--- src/rtl/hft_ui_pkg.sv ---
// Shared types and widths for the front-panel button/step logic.
// Pulled in by the step controller top.
package hft_ui_pkg;

  typedef enum logic [1:0] {
    IDLE,
    HOLD,
    REPEAT
  } btn_state_t;

  localparam int PRESS_CNT_W = 16;
  localparam int DROP_CNT_W  = 8;

endpackage

--- src/rtl/sync_debounce.sv ---
// Two-flop synchronizer plus stable-level debounce counter.
// Reusable for any slow asynchronous switch or button input.
module sync_debounce #(
  parameter int DEBOUNCE_CYCLES = 100000
) (
  input  logic sys_clk,
  input  logic sys_rst_n,
  input  logic in,
  output logic level,
  output logic toggle
);

  localparam int CW = $clog2(DEBOUNCE_CYCLES + 1);
  localparam logic [CW-1:0] CNT_LAST = CW'(DEBOUNCE_CYCLES - 1);

  logic          s1_q;
  logic          s2_q;
  logic          level_q;
  logic [CW-1:0] cnt_q;
  logic [CW-1:0] cnt_d;

  // toggle is the pre-edge strobe so callers can register with level
  always_comb begin
    cnt_d  = '0;
    toggle = 1'b0;
    if (s2_q != level_q) begin
      if (cnt_q == CNT_LAST) begin
        toggle = 1'b1;
      end else begin
        cnt_d = cnt_q + 1'b1;
      end
    end
  end

  always_ff @(posedge sys_clk or negedge sys_rst_n) begin
    if (!sys_rst_n) begin
      s1_q    <= 1'b0;
      s2_q    <= 1'b0;
      level_q <= 1'b0;
      cnt_q   <= '0;
    end else begin
      s1_q  <= in;
      s2_q  <= s1_q;
      cnt_q <= cnt_d;
      if (toggle) begin
        level_q <= ~level_q;
      end
    end
  end

  assign level = level_q;

endmodule

--- src/rtl/btn_step_ctrl.sv ---
// Manual-step button conditioner: debounce, press/auto-repeat FSM,
// valid/ready step output with press and drop counters.
module btn_step_ctrl
  import hft_ui_pkg::*;
#(
  parameter int DEBOUNCE_CYCLES = 100000,
  parameter int HOLD_CYCLES     = 50000000,
  parameter int REPEAT_CYCLES   = 10000000
) (
  input  logic                   sys_clk,
  input  logic                   sys_rst_n,
  input  logic                   btn_in,
  input  logic                   enable,
  input  logic                   step_ready,
  output logic                   step_valid,
  output logic                   btn_level,
  output logic [PRESS_CNT_W-1:0] press_count,
  output logic [DROP_CNT_W-1:0]  drop_count
);

  localparam int HW = $clog2(HOLD_CYCLES + 1);
  localparam int RW =
    (REPEAT_CYCLES > 0) ? $clog2(REPEAT_CYCLES + 1) : 1;
  localparam logic [HW-1:0] HOLD_LAST = HW'(HOLD_CYCLES - 1);
  localparam logic [RW-1:0] REP_LAST =
    RW'((REPEAT_CYCLES > 0) ? REPEAT_CYCLES - 1 : 0);
  localparam bit REP_EN = (REPEAT_CYCLES != 0);

  logic lvl;
  logic tog;
  logic rise;
  logic fall;

  sync_debounce #(
    .DEBOUNCE_CYCLES (DEBOUNCE_CYCLES)
  ) u_sync_debounce (
    .sys_clk   (sys_clk),
    .sys_rst_n (sys_rst_n),
    .in        (btn_in),
    .level     (lvl),
    .toggle    (tog)
  );

  assign rise = tog & ~lvl;
  assign fall = tog & lvl;

  btn_state_t state_q, state_d;
  logic [HW-1:0] hold_q, hold_d;
  logic [RW-1:0] rep_q, rep_d;
  logic rise_ev;
  logic rep_ev;

  always_comb begin
    state_d = state_q;
    hold_d  = hold_q;
    rep_d   = rep_q;
    rise_ev = 1'b0;
    rep_ev  = 1'b0;
    unique case (state_q)
      IDLE: begin
        hold_d = '0;
        rep_d  = '0;
        if (rise) begin
          state_d = HOLD;
          rise_ev = 1'b1;
        end
      end
      HOLD: begin
        if (fall) begin
          state_d = IDLE;
          hold_d  = '0;
        end else if (hold_q == HOLD_LAST) begin
          // without auto-repeat the timer parks here until release
          if (REP_EN) begin
            state_d = REPEAT;
            rep_ev  = 1'b1;
            hold_d  = '0;
            rep_d   = '0;
          end
        end else begin
          hold_d = hold_q + 1'b1;
        end
      end
      REPEAT: begin
        if (fall) begin
          state_d = IDLE;
          rep_d   = '0;
        end else if (rep_q == REP_LAST) begin
          rep_ev = 1'b1;
          rep_d  = '0;
        end else begin
          rep_d = rep_q + 1'b1;
        end
      end
      default: state_d = IDLE;
    endcase
  end

  logic                   ev;
  logic                   valid_q, valid_d;
  logic [PRESS_CNT_W-1:0] press_q, press_d;
  logic [DROP_CNT_W-1:0]  drop_q, drop_d;

  assign ev = enable & (rise_ev | rep_ev);

  always_comb begin
    valid_d = valid_q;
    press_d = press_q;
    drop_d  = drop_q;
    if (ev) begin
      if (valid_q && !step_ready) begin
        if (drop_q != '1) begin
          drop_d = drop_q + 1'b1;
        end
      end else begin
        valid_d = 1'b1;
        if (rise_ev) begin
          press_d = press_q + 1'b1;
        end
      end
    end else if (valid_q && step_ready) begin
      valid_d = 1'b0;
    end
  end

  always_ff @(posedge sys_clk or negedge sys_rst_n) begin
    if (!sys_rst_n) begin
      state_q <= IDLE;
      hold_q  <= '0;
      rep_q   <= '0;
      valid_q <= 1'b0;
      press_q <= '0;
      drop_q  <= '0;
    end else begin
      state_q <= state_d;
      hold_q  <= hold_d;
      rep_q   <= rep_d;
      valid_q <= valid_d;
      press_q <= press_d;
      drop_q  <= drop_d;
    end
  end

  assign step_valid  = valid_q;
  assign btn_level   = lvl;
  assign press_count = press_q;
  assign drop_count  = drop_q;

endmodule

--- config.mk ---
export PLATFORM = sky130hd
export DESIGN_NAME = btn_step_ctrl
export DESIGN_NICKNAME = d
export VERILOG_FILES = /design/src/rtl/hft_ui_pkg.sv /design/src/rtl/sync_debounce.sv /design/src/rtl/btn_step_ctrl.sv
export SDC_FILE = /design/constraint.sdc
export NUM_CORES = 1
export LEC_CHECK = 0
export BUFFER_PORTS_ARGS = -buffer_cell sky130_fd_sc_hd__buf_2
export CORE_UTILIZATION = 30
export DETAILED_ROUTE_END_ITERATION = 6
export PLACE_DENSITY = 0.49
export RECOVER_POWER = 50
export SYNTH_ARGS = -nofsm -noshare
export SYNTH_HDL_FRONTEND = slang
export SYNTH_HIERARCHICAL = 1
export SYNTH_SLANG_ARGS = --single-unit
--- constraint.sdc ---
create_clock -name sys_clk -period 4.05 [get_ports sys_clk]
set_input_delay 0.81 -clock sys_clk [delete_from_list [all_inputs] [get_ports sys_clk]]
set_output_delay 0.81 -clock sys_clk [all_outputs]
set_load 0.01 [all_outputs]
# Word level (Yosys, flattened, before mapping)

Cells that the tools add are included.

Add/sub/neg operators: 5
Equality and inequality tests: 13
Multiplexer cells: 27
Bitwise logic cells: 6
Reductions and logical operators: 12

Operators with widths:

| kind                    | count |
|---|---|
| $mux W24                | 4 |
| $pmux W24 S3            | 1 |
| $mux W26                | 2 |
| $pmux W26 S2            | 1 |
| $mux W17                | 2 |
| $add A26 B1 Y26 const B | 1 |
| $eq A26 B26 Y1 const B  | 1 |
| $add A24 B1 Y24 const B | 1 |
| $eq A24 B24 Y1 const B  | 1 |
| $add A17 B1 Y17 const B | 1 |
| $eq A17 B17 Y1 const B  | 1 |
| $add A16 B1 Y16 const B | 1 |
| $reduce_and A3 Y1       | 4 |
| $mux W1                 | 11 |
| $ne A2 B2 Y1 const B    | 5 |
| $add A8 B1 Y8 const B   | 1 |
| $mux W2                 | 4 |
| $ne A8 B8 Y1 const B    | 1 |
| $pmux W2 S3             | 1 |
| $reduce_bool A2 Y1      | 2 |
| $and A1 B1 Y1           | 3 |
| $ne A3 B3 Y1 const B    | 1 |
| $reduce_bool A3 Y1      | 1 |
| $eq A2 B1 Y1 const B    | 1 |
| 9 further kinds         | 11 |

Flip-flop bits (word level): 97

# Logic depth before layout (Yosys ltp)

Gate-level depths: netlist of the first run.

Word-level depth: 10
Gate-level depth with buffers: 12
Mapped depth without buffers: 10

# Modules after synthesis

Netlist of the first run, hierarchy kept.

By module, submodules not included:

| module        | instances | cells each | area each (um^2) | sequential area each (um^2) |
|---|---|---|---|---|
| btn_step_ctrl | 1         | 438        | 4,085.2          | 1,926.8 |
| sync_debounce | 1         | 94         | 982.2            | 500.5 |

# Least setup slack after synthesis of the first run

OpenSTA, ideal clock, no wires.

Kind: register to register
Start: reg u_sync_debounce.cnt_q[12]
End: reg press_q[15], in the netlist press_count[15]
Setup time: 124 ps
Data arrival time: 2,924 ps
Path slack: 1,002 ps
Cell stages (with the launch flop): 10
Clock period less this slack: 3,048 ps
Cell sequence: dfrtp_1 or4b_1 or4_4 nor2_1 nand4b_1 nor2b_1 nand4_1 nor3_1 nand4_1 xnor2_1

Word-level cells in the longest chain between the ends: 9

RTL lines:

| element                                       | line                                                          | text |
|---|---|---|
| start, declared                               | sync_debounce.sv:19                                           | `logic [CW-1:0] cnt_q;` |
| start signal, assigned                        | sync_debounce.sv:44                                           | `cnt_q <= cnt_d;` |
| $eq A17 B17 Y1 (*)                            | sync_debounce.sv:27                                           | `if (cnt_q == CNT_LAST) begin` |
| $mux W1 (*)                                   | sync_debounce.sv:27                                           |  |
| $mux W1 (*)                                   | sync_debounce.sv:26                                           | `if (s2_q != level_q) begin` |
| net tog                                       | btn_step_ctrl.sv:30                                           | `logic tog;` |
| $and A1 B1 Y1 (on tied branches)              | btn_step_ctrl.sv:45, btn_step_ctrl.sv:44                      |  |
| $mux W1 (on tied branches)                    | btn_step_ctrl.sv:85, btn_step_ctrl.sv:63, btn_step_ctrl.sv:69 |  |
| $pmux W1 S2 / $mux W1 (equally long branches) | btn_step_ctrl.sv:59                                           | `unique case (state_q)` |
| $or A1 B1 Y1                                  | btn_step_ctrl.sv:104                                          | `assign ev = enable & (rise_ev \| rep_ev);` |
| $and A1 B1 Y1                                 | btn_step_ctrl.sv:104                                          |  |
| $reduce_and A3 Y1 (no source line) (*)        | -                                                             |  |
| end signal, assigned                          | btn_step_ctrl.sv:139                                          | `press_q <= press_d;` |
| end, declared                                 | btn_step_ctrl.sv:101                                          | `logic [PRESS_CNT_W-1:0] press_q, press_d;` |

Mark *: on every way through the listed nets, which the timed path passes. The rest lies on a longest branch.
A chain may end at the register's enable or synchronous reset.

# Final worst setup path of the first run

Same ends and word-level chain as after synthesis.

==> impl_metrics.py, run 1 <==
metrics = {
    "global_route": {
        "grt_usage_pct": 13.94,
        "grt.overflow.total": 0,
        "grt_start_max_net_pins": 53,
        "global_route_wire_length_before_repair_microns": 19800,
        "antenna_violations_before_repair": 0,
        "vias_in_the_first_global_route": 3941,
        "grt.busiest_layer": "met2",
        "grtUsageMet2_pct": 22.28,
        "use_met1_pct": 18.95,
        "global_routing_met3_resource_utilization_pct": 2.038,
    },
    "sta": {
        "timing.slew.headroom_pct": -86.26,
        "min_period_ns": 3.440,
        "tns_setup_ns": 0,
        "grt_setup_unrepaired": "false",
        "hold_violations": 0,
        "max_freq_mhz": 290.7,
        "final_min_period_over_clock_period_pct": 84.93,
        "finalClockSkew_ns": 0.008329,
        "drv_slew": 53,
        "setup_violations": 0,
        "tightestPinTransition_ns": 2.794,
    },
    "yosys": {
        "post-synth-top-area-cell": "dfrtp_1",
        "synth_cell_types": 57,
        "synth-seq-cells": 97,
        "synth.net_count": 546,
        "synth-edff-count": 0,
        "synth_flop_cell": "dfrtp_1",
        "synth_top_area_share_pct": 47.90,
        "netlist_instances": 532,
        "postSynth.asyncResetShare_pct": 100.0,
        "post_synth_instance_area_sq_um": 5067,
        "synthTopCellsByArea": "dfrtp_1 (48%), xnor2_1 (5.5%), o21ai_0 (4.1%)",
        "syn-mean-instance-area_sq_um": 9.525,
        "synth_warnings": 6,
        "synth_seq_area_share_pct": 47.90,
    },
    "min_path": {
        "timing.hold.worst.class": "reg2reg",
    },
    "clocking": {
        "cts_root_buf": "clkbuf_16",
        "tritoncts_clock_tree": "built",
        "clkSinkCount": 97,
        "cts_setup_buffers": 0,
        "ctsLongestPathBuffers": 2,
        "clk-insertion-delay-late_ns": 0.35,
        "cts_inserted_buffers": 9,
        "cts_hold_buf": 0,
        "htreeDepth": 3,
        "cts-resized-gates": 0,
        "clk_transition_reported_paths_ns": 0.07,
    },
    "finish": {
        "total_nets_final": 574,
        "filler_cell_count_in_the_final_layout": 1690,
        "final_common_cell": "dfrtp_1",
        "mostFrequentLayoutCells": "dfrtp_1 (97), nand2_1 (55), nor2_1 (45), o21ai_0 (42), xnor2_1 (32)",
        "area_delta_synth_final_pct": 12.57,
        "final_non_filler_cells": 783,
        "final_layout_size_suffix_gt1_share_pct": 9.591,
        "multiInputGateArea_sq_um": 2499,
        "insertedDiodeCount": 0,
        "ff_latch_area_sq_um": 2427,
    },
    "critical_path": {
        "critical_path.most_common_cell": "nand4_1",
        "slowest_stage": "or4_4",
        "worstPathArrival_ns": 3.67,
        "timing.critical_path.required_ns": 4.28,
        "worst_path_maximum_fanout": 6,
        "endpoint_kind": "flop",
        "setup.worst_path.start_class": "flop",
        "slowest_delay_ns": 0.57,
        "critical_path.cell_chain": "or4b_1, or4_4, nor2_1, nand4b_1, nor2b_1, nand4_1, nor3_1, nand4_1, xnor2_1",
        "critPathKind": "reg2reg",
    },
    "die": {
        "die_h_microns": 132.0,
        "dieWidth_microns": 132.0,
        "core_sq_um": 16520,
        "start_util_pct": 30.67,
        "rows": 47,
        "num_io_pins": 31,
        "dieArea_sq_um": 17410,
    },
    "routing": {
        "route.detailed.wl_per_inst_microns": 14.58,
        "drc": 0,
        "routed_wl_microns": 11420,
        "route.antenna.remaining_nets": 0,
        "drt_iter0_markers": 189,
        "drt_pass1_iterations": 4,
        "via_count": 4021,
        "avg_vias_per_cell": 5.135,
    },
    "placement": {
        "place_congestion": 0.8118,
        "post-dp-hpwl_microns": 7936,
        "port-buffer-count": 30,
        "post-place-cells": 769,
    },
    "flow_run": {
        "max_cap_viol_count": 1,
    },
    "pwr": {
        "power.ir.vdd_worst_mv": 0.1691,
        "total_leakage_power_nw": 2.352,
        "pwr_density_cell_nw_per_um2": 324.9,
    },
    "run_status": {
        "run_status": "finished, violations left",
        "violations": "capacitance limit, slew limit",
    },
}
[stage by stage]
stage / utilization [%] / hold slack (ns) / setup slack (ns) / instance area, sq um / power [W]
final: 34.52 / 0.3483 / 0.6105 / 5704 / 0.001853
after detailed placement: 32.92 / 0.3362 / 0.6098 / 5440 / 0.001028
after global routing: 34.52 / 0.3702 / 0.2539 / 5704 / 0.001926
after global placement: 32.92 / 0.3420 / 0.7867 / 5440 / 0.001027
after CTS: 34.65 / 0.3515 / 0.5995 / 5725 / 0.001884
after floorplan: - / 0.3312 / 1.002 / 5067 / 0.001004
[path summary, 6_finish.rpt]
kind,start,to,slack (ns),depth (start not counted)
min,u_sync_debounce/s1_q,u_sync_debounce/s2_q,0.35,0
max in group asynchronous,sys_rst_n,u_sync_debounce/cnt_q[14],0.93,2
max reg2reg,u_sync_debounce/cnt_q[12],press_count[15],0.61,9
max,u_sync_debounce/cnt_q[12],press_count[15],0.61,9
min reg2reg,u_sync_debounce/s1_q,u_sync_debounce/s2_q,0.35,0
min in group asynchronous,sys_rst_n,drop_count[2],1.34,1
[cells in the mapped netlist (2+ instances only)]
cell	number
and2_1	4
nor3_1	15
o21ai_0	42
buf_2	4
xnor2_1	32
or2_1	2
nand4b_1	3
nand3_1	23
and4_1	4
or2_2	4
dfrtp_1	97
mux2_2	3
o41ai_1	5
a31oi_1	8
o21ai_1	4
nor2b_1	7
and3_1	15
inv_1	11
o21a_1	2
clkbuf_1	13
mux2i_1	2
or3_1	4
nand4_1	26
or4b_1	2
nor2_1	45
nor2_2	2
o31ai_1	21
xor2_1	13
nor4b_2	2
nand2b_1	5
a21oi_1	14
nor4_1	8
nand2_1	55
nor4bb_1	3
or4_1	2
ha_1	9
[critical path: cells and delay by family, from the launching register on]
family / cells / cell delay, ns
and+or+nand+nor: 8 / 2.75
xor gates and xnor gates: 1 / 0.14
DFF: 1 / 0.44
[per-layer routing]
metal	wire, microns	vias up
met2	5251	75
met5	0	-
met1	5639	1954
li1	-	1981
met4	191	0
met3	336	11
[flip-flops by register name (all words and copies together), names as in the netlist]
register               count
step_valid                 1
rep_q                     24
u_sync_debounce/s2_q       1
u_sync_debounce/cnt_q     17
u_sync_debounce/s1_q       1
state_q                    2
press_count               16
hold_q                    26
u_sync_debounce/level      1
drop_count                 8
[power by group]
part | internal, W | switching (W)
registers | 0.000972 | 0.00000368
logic | 0.00000545 | 0.0000250
clock network | 0.000488 | 0.000359
total | 0.00147 | 0.000388
[kinds of logic (layout without fill, tap and decap cells)]
group | after synthesis | in the layout | synth area share (%)
adders and majority gates | 9 | 9 | 2.222
AOI/OAI and AO/OA | 107 | 107 | 13.04
DFF | 97 | 97 | 47.90
and+or+nand+nor | 239 | 239 | 25.21
muxes | 5 | 5 | 1.062
xor gates and xnor gates | 45 | 45 | 7.778
buffers and inverters | 30 | 61 | 2.790
[area by class of cell]
type / instances / share of cell area, %
Clock buffer: 11 / 4.255
Clock inverter: 3 / 0.7458
Inverter: 11 / 0.7238
Multi-Input combinational cell: 405 / 43.80
Sequential cell: 97 / 42.55
Tap cell: 220 / 4.826
Timing Repair Buffer: 36 / 3.093
(Power assumes the default switching activity.)
==> inputs of run 2 (changes only) <==
clock period = 3.6 ns   (was 4.05 ns; I/O delays follow)
==> run 2 against run 1 <==
Effect of this change: utilization up 0.36 points; clock-buffer cell count down 2; via count up 0.15%; wire length down 1.8%; sequential power up 13%; combinational power up 18%; clock power up 19%; maximum frequency up 6.0%; largest power group unchanged; first-iteration DRC count up 13%; the flow still finishes with violations (capacitance limit, slew limit).
==> impl_metrics.py, run 2 (synthesized netlist as in run 1, its figures left out) <==
metrics = {
    "global_route": {
        "vias_in_the_first_global_route": 3939,
        "grt_usage_pct": 13.89,
        "grt_start_max_net_pins": 51,
        "antenna_violations_before_repair": 0,
        "global_route_wire_length_before_repair_microns": 19420,
        "grt.overflow.total": 0,
    },
    "sta": {
        "min_period_ns": 3.246,
        "drv_slew": 50,
        "finalClockSkew_ns": 0.009674,
        "setup_violations": 0,
        "final_min_period_over_clock_period_pct": 90.17,
        "holdWs_ns": 0.3627,
        "tightestPinTransition_ns": 2.835,
        "tns_setup_ns": 0,
        "timing.slew.headroom_pct": -89.00,
        "hold_violations": 0,
        "worst_slack_ns": 0.3537,
        "grt_setup_unrepaired": "false",
        "max_freq_mhz": 308.0,
    },
    "finish": {
        "multiInputGateArea_sq_um": 2506,
        "total_nets_final": 576,
        "area_delta_synth_final_pct": 13.75,
        "ff_latch_area_sq_um": 2427,
        "registers.top_by_ff_count": "hold_q",
        "top_regs": "hold_q x26, rep_q x24, u_sync_debounce/cnt_q x17",
        "filler_cell_count_in_the_final_layout": 1686,
        "final_non_filler_cells": 787,
        "final_common_cell": "dfrtp_1",
        "fin_util_pct": 34.88,
        "largest_reg_flops": 26,
        "mostFrequentLayoutCells": "dfrtp_1 (97), nand2_1 (55), nor2_1 (45), o21ai_0 (42), xnor2_1 (32)",
        "insertedDiodeCount": 0,
        "final_layout_size_suffix_gt1_share_pct": 10.58,
    },
    "pwr": {
        "power.ir.vdd_worst_mv": 0.2259,
        "pwr_density_cell_nw_per_um2": 371.3,
        "power_switching_share_pct": 22.78,
        "power.net_switching_w": 0.0004876,
        "combinationalPowerShare_pct": 1.7,
        "clkPwrFrac_pct": 47.1,
        "p_int_w": 0.001653,
        "total_leakage_power_nw": 2.377,
        "seq_power_share_pct": 51.2,
    },
    "routing": {
        "met2_length_microns": 5143,
        "drt_iter0_markers": 214,
        "drt_pass1_iterations": 4,
        "via_count": 4027,
        "route.antenna.remaining_nets": 0,
        "routed.top_layer": "met4",
        "drc": 0,
        "met3_length_microns": 337,
        "met1Wirelength_microns": 5526,
        "avg_vias_per_cell": 5.117,
        "routed_wl_microns": 11220,
        "route.detailed.wl_per_inst_microns": 14.25,
    },
    "critical_path": {
        "worst_path_maximum_fanout": 15,
        "setup.worst_path.start_class": "flop",
        "worst_r2r_startpoint": "u_sync_debounce/cnt_q[12]",
        "timing.critical_path.from": "u_sync_debounce/cnt_q[12]",
        "timing.critical_path.required_ns": 3.86,
        "critPathKind": "reg2reg",
        "endpoint_kind": "flop",
        "reg_to_reg_end": "rep_q[7]",
        "r2r_cells": 10,
        "worstPathArrival_ns": 3.50,
        "r2r_slack_ns": 0.35,
    },
    "run_status": {
        "run_status": "finished, violations left",
        "violations": "capacitance limit, slew limit",
    },
    "clocking": {
        "clk_transition_reported_paths_ns": 0.07,
        "cts_setup_buffers": 0,
        "cts_root_buf": "clkbuf_16",
        "clk-insertion-delay-late_ns": 0.36,
        "ctsLongestPathBuffers": 2,
        "tritoncts_clock_tree": "built",
        "cts-resized-gates": 0,
        "htreeDepth": 3,
        "clkSinkCount": 97,
        "cts_inserted_buffers": 9,
        "cts_hold_buf": 0,
    },
    "die": {
        "rows": 47,
        "core_sq_um": 16520,
        "num_io_pins": 31,
        "dieWidth_microns": 132.0,
        "dieArea_sq_um": 17410,
        "start_util_pct": 30.67,
        "die_h_microns": 132.0,
    },
    "placement": {
        "post-place-cells": 771,
        "place_congestion": 0.8237,
        "placement.setup.worst_slack_ns": 0.1782,
        "port-buffer-count": 30,
        "post-dp-hpwl_microns": 7756,
    },
    "min_path": {
        "hold_path_startpoint": "u_sync_debounce/s1_q",
        "timing.hold.worst.class": "reg2reg",
        "hold-path-cell-count": 0,
        "holdPathEnd": "u_sync_debounce/s2_q",
    },
    "flow_run": {
        "max_cap_viol_count": 1,
    },
}
==> run 2: cell type report <==
class | instances | share of cell area (%)
tap | 220 | 4.775
sequential | 97 | 42.11
inverter | 11 | 0.7163
multi-input combinational | 405 | 43.48
clock inverter | 7 | 1.454
clock buffer | 9 | 3.907
timing repair buffer | 38 | 3.560
==> run 2: how the worst max path moves through the flow <==
stage | to | cells past startpoint
2_1_floorplan | press_count[15] | 9
3_3_place_gp | press_count[15] | 9
3_5_place_dp | press_count[15] | 9
4_1_cts | press_count[15] | 9
5_1_grt | press_count[15] | 9
6_report | rep_q[7] | 10
==> run 2: through the flow <==
| stage | instance area [sq um] | power, W |
|---|---|---|
| final | 5764 | 0.002140 |
| after global routing | 5764 | 0.002230 |
| after floorplan | 5067 | 0.001130 |
| after global placement | 5468 | 0.001157 |
| after CTS | 5777 | 0.002175 |
| after detailed placement | 5468 | 0.001157 |
==> run 2: critical path, stage by stage, from the launching register on <==
cell     delay (ns)
dfrtp_1        0.44
or4b_1         0.56
or4_4          0.58
nor2_1         0.30
nand2_1        0.17
nand2_1        0.10
o41a_1         0.28
or2_1          0.28
buf_4          0.25
o21ai_0        0.11
o31ai_1        0.09
==> run 2: power by group through the flow <==
stage / clock network [W] / registers (W) / logic (W)
floorplan: 0 / 0.00112 / 0.0000122
global placement: 0 / 0.00112 / 0.0000386
detailed placement: 0 / 0.00112 / 0.0000387
CTS: 0.00104 / 0.00110 / 0.0000388
global route: 0.00109 / 0.00110 / 0.0000427
finish: 0.00101 / 0.00110 / 0.0000358
==> run 2: metal layers <==
metal,vias to the layer above,track usage (%)
li1,1983,-
met1,1974,18.58
met2,57,21.93
met3,13,2.499
met4,0,6.202
met5,-,0
==> inputs of run 3 (changes only) <==
PLACE_DENSITY = 0.51   (was 0.49)
clock period = 2.69 ns   (was 3.6 ns; I/O delays follow)
==> run 3 against run 2 <==
Effect of this change: the run ends with capacitance limit, slew limit, setup timing left; maximum frequency is 14% higher; sequential power is 34% higher; flip-flop and latch count is the same; critical path type unchanged.
==> impl_metrics.py, run 3 (synthesized netlist as in run 1, its figures left out) <==
metrics = {
    "routing": {
        "drt_pass1_iterations": 4,
        "via_count": 4286,
        "route.antenna.remaining_nets": 0,
        "drt_iter0_markers": 306,
        "route.detailed.wl_per_inst_microns": 14.30,
        "avg_vias_per_cell": 5.066,
        "drc": 0,
        "routed_wl_microns": 12100,
    },
    "critical_path": {
        "worstPathArrival_ns": 3.06,
        "critPathKind": "reg2reg",
        "slowest_stage": "or4_4",
        "buf_inv_on_cp": 6,
        "critical_path.top_delay_family": "simple AND/OR/NAND/NOR gates",
        "endpoint_kind": "flop",
        "slowest_delay_ns": 0.57,
        "critical_path.cell_chain": "or4b_1, or4_4, nor2_4, buf_4, buf_6, a21boi_4, buf_4, o31ai_4, clkbuf_16, buf_12, buf_4, o21ai_0, nand2_1, o21ai_0",
        "critical_path.most_common_cell": "buf_4",
        "setup.worst_path.start_class": "flop",
        "timing.critical_path.required_ns": 2.91,
        "worst_path_maximum_fanout": 4,
    },
    "finish": {
        "top_regs": "hold_q x26, rep_q x24, u_sync_debounce/cnt_q x17",
        "insertedDiodeCount": 0,
        "filler_cell_count_in_the_final_layout": 1604,
        "area_delta_synth_final_pct": 28.15,
        "ff_latch_area_sq_um": 2427,
        "final_layout_size_suffix_gt1_share_pct": 24.92,
        "multiInputGateArea_sq_um": 2683,
        "registers.top_by_ff_count": "hold_q",
        "total_nets_final": 636,
        "largest_reg_flops": 26,
        "final_common_cell": "dfrtp_1",
        "mostFrequentLayoutCells": "dfrtp_1 (97), nand2_1 (53), buf_4 (51), nor2_1 (40), xnor2_1 (32)",
    },
    "clocking": {
        "cts_inserted_buffers": 9,
        "ctsLongestPathBuffers": 2,
        "tritoncts_clock_tree": "built",
        "clkSinkCount": 97,
        "clk_transition_reported_paths_ns": 0.07,
        "clk-insertion-delay-late_ns": 0.36,
        "htreeDepth": 3,
        "cts_root_buf": "clkbuf_16",
    },
    "sta": {
        "hold_violations": 0,
        "tns_setup_ns": -3.145,
        "max_freq_mhz": 352.4,
        "holdWs_ns": 0.2941,
        "grt_setup_unrepaired": "true",
        "drv_slew": 40,
        "min_period_ns": 2.838,
        "tightestPinTransition_ns": 2.191,
        "worst_slack_ns": -0.1479,
        "final_min_period_over_clock_period_pct": 105.5,
        "timing.slew.headroom_pct": -46.04,
        "setup_violations": 48,
        "finalClockSkew_ns": 0.01183,
    },
    "min_path": {
        "timing.hold.worst.class": "in2reg",
    },
    "die": {
        "core_sq_um": 16520,
        "rows": 47,
        "dieArea_sq_um": 17410,
        "start_util_pct": 30.67,
        "num_io_pins": 31,
        "dieWidth_microns": 132.0,
        "die_h_microns": 132.0,
    },
    "placement": {
        "placement.setup.worst_slack_ns": -0.1284,
        "place_congestion": 0.8118,
        "post-dp-hpwl_microns": 8242,
        "port-buffer-count": 30,
    },
    "pwr": {
        "pwr_density_cell_nw_per_um2": 426.4,
        "power.ir.vdd_worst_mv": 0.3344,
        "total_leakage_power_nw": 2.833,
    },
    "global_route": {
        "vias_in_the_first_global_route": 4217,
        "grt_usage_pct": 14.50,
        "grt_start_max_net_pins": 41,
        "global_route_wire_length_before_repair_microns": 20380,
        "grt.overflow.total": 0,
        "antenna_violations_before_repair": 0,
    },
    "run_status": {
        "run_status": "finished, violations left",
        "violations": "capacitance limit, slew limit, setup timing",
    },
    "flow_run": {
        "max_cap_viol_count": 1,
    },
}
run 3: changes by cell type in the layout (fill, tap and decap cells not counted), moves of 10 or more:
cell / before / now
buf_2: 19 / 29
buf_6: 0 / 10
buf_4: 6 / 51
clkbuf_1: 12 / 1
o21ai_1: 4 / 22
o21ai_0: 42 / 23
run 3: metal layers:
layer	part of all wire, %	track usage, %	vias to the layer above
met2	47	23.05	60
met4	1.3	6.266	0
met3	2.6	2.845	9
met5	0	0	-
met1	49	19.19	2114
li1	-	-	2103
run 3: where the power goes:
part	leakage, nW	internal [W]	total, W	switching, W
clock network	0.136	0.000656	0.00124	0.000586
registers	1.35	0.00146	0.00147	0.00000294
logic	1.35	0.0000176	0.0000606	0.0000430
total	2.83	0.00214	0.00277	0.000632
run 3: final timing paths:
path,cells after the start,start,slack (ns),end
max,14,u_sync_debounce/cnt_q[11],-0.15,hold_q[4]
min,1,btn_in,0.29,u_sync_debounce/s1_q
max reg2reg,14,u_sync_debounce/cnt_q[11],-0.15,hold_q[4]
min reg2reg,0,u_sync_debounce/s1_q,0.36,u_sync_debounce/s2_q
max in group asynchronous,2,sys_rst_n,0.59,u_sync_debounce/cnt_q[12]
min in group asynchronous,1,sys_rst_n,0.82,hold_q[11]
run 3: through the flow:
step	total power, W	instance area, sq um	std cells	utilization [%]
6_report	0.002769	6494	846	39.30
5_1_grt	0.002883	6494	846	39.30
4_1_cts	0.002811	6188	832	37.45
3_5_place_dp	0.001558	5811	809	35.16
3_3_place_gp	0.001557	5811	809	35.16
2_1_floorplan	0.001512	5110	532	-
run 3: layout make-up:
| class | instances | share of cell area (%) |
|---|---|---|
| Inverter | 11 | 0.6358 |
| Clock inverter | 5 | 0.5973 |
| Sequential cell | 97 | 37.38 |
| Clock buffer | 10 | 3.680 |
| Timing Repair Buffer | 98 | 12.16 |
| Tap cell | 220 | 4.239 |
| Multi-Input combinational cell | 405 | 41.31 |
run 3: timing repair:
| action | 4_1_cts | 5_1_grt |
|---|---|---|
| setup buffers | 8 | 13 |
| hold buffers | 0 | 0 |
| pin swaps | 3 | 20 |
| gates resized for setup | 11 | 58 |
| endpoints found under the setup margin | 58 | 70 |
| cloned | 0 | 1 |
run 3: worst register-to-register path, delay by kind of cell (launching register included):
| kind | cells | cell delay, ns |
|---|---|---|
| and+or+nand+nor | 4 | 1.30 |
| buffers and inverters | 6 | 0.76 |
| DFF | 1 | 0.37 |
| AOI/OAI and AO/OA | 4 | 0.28 |
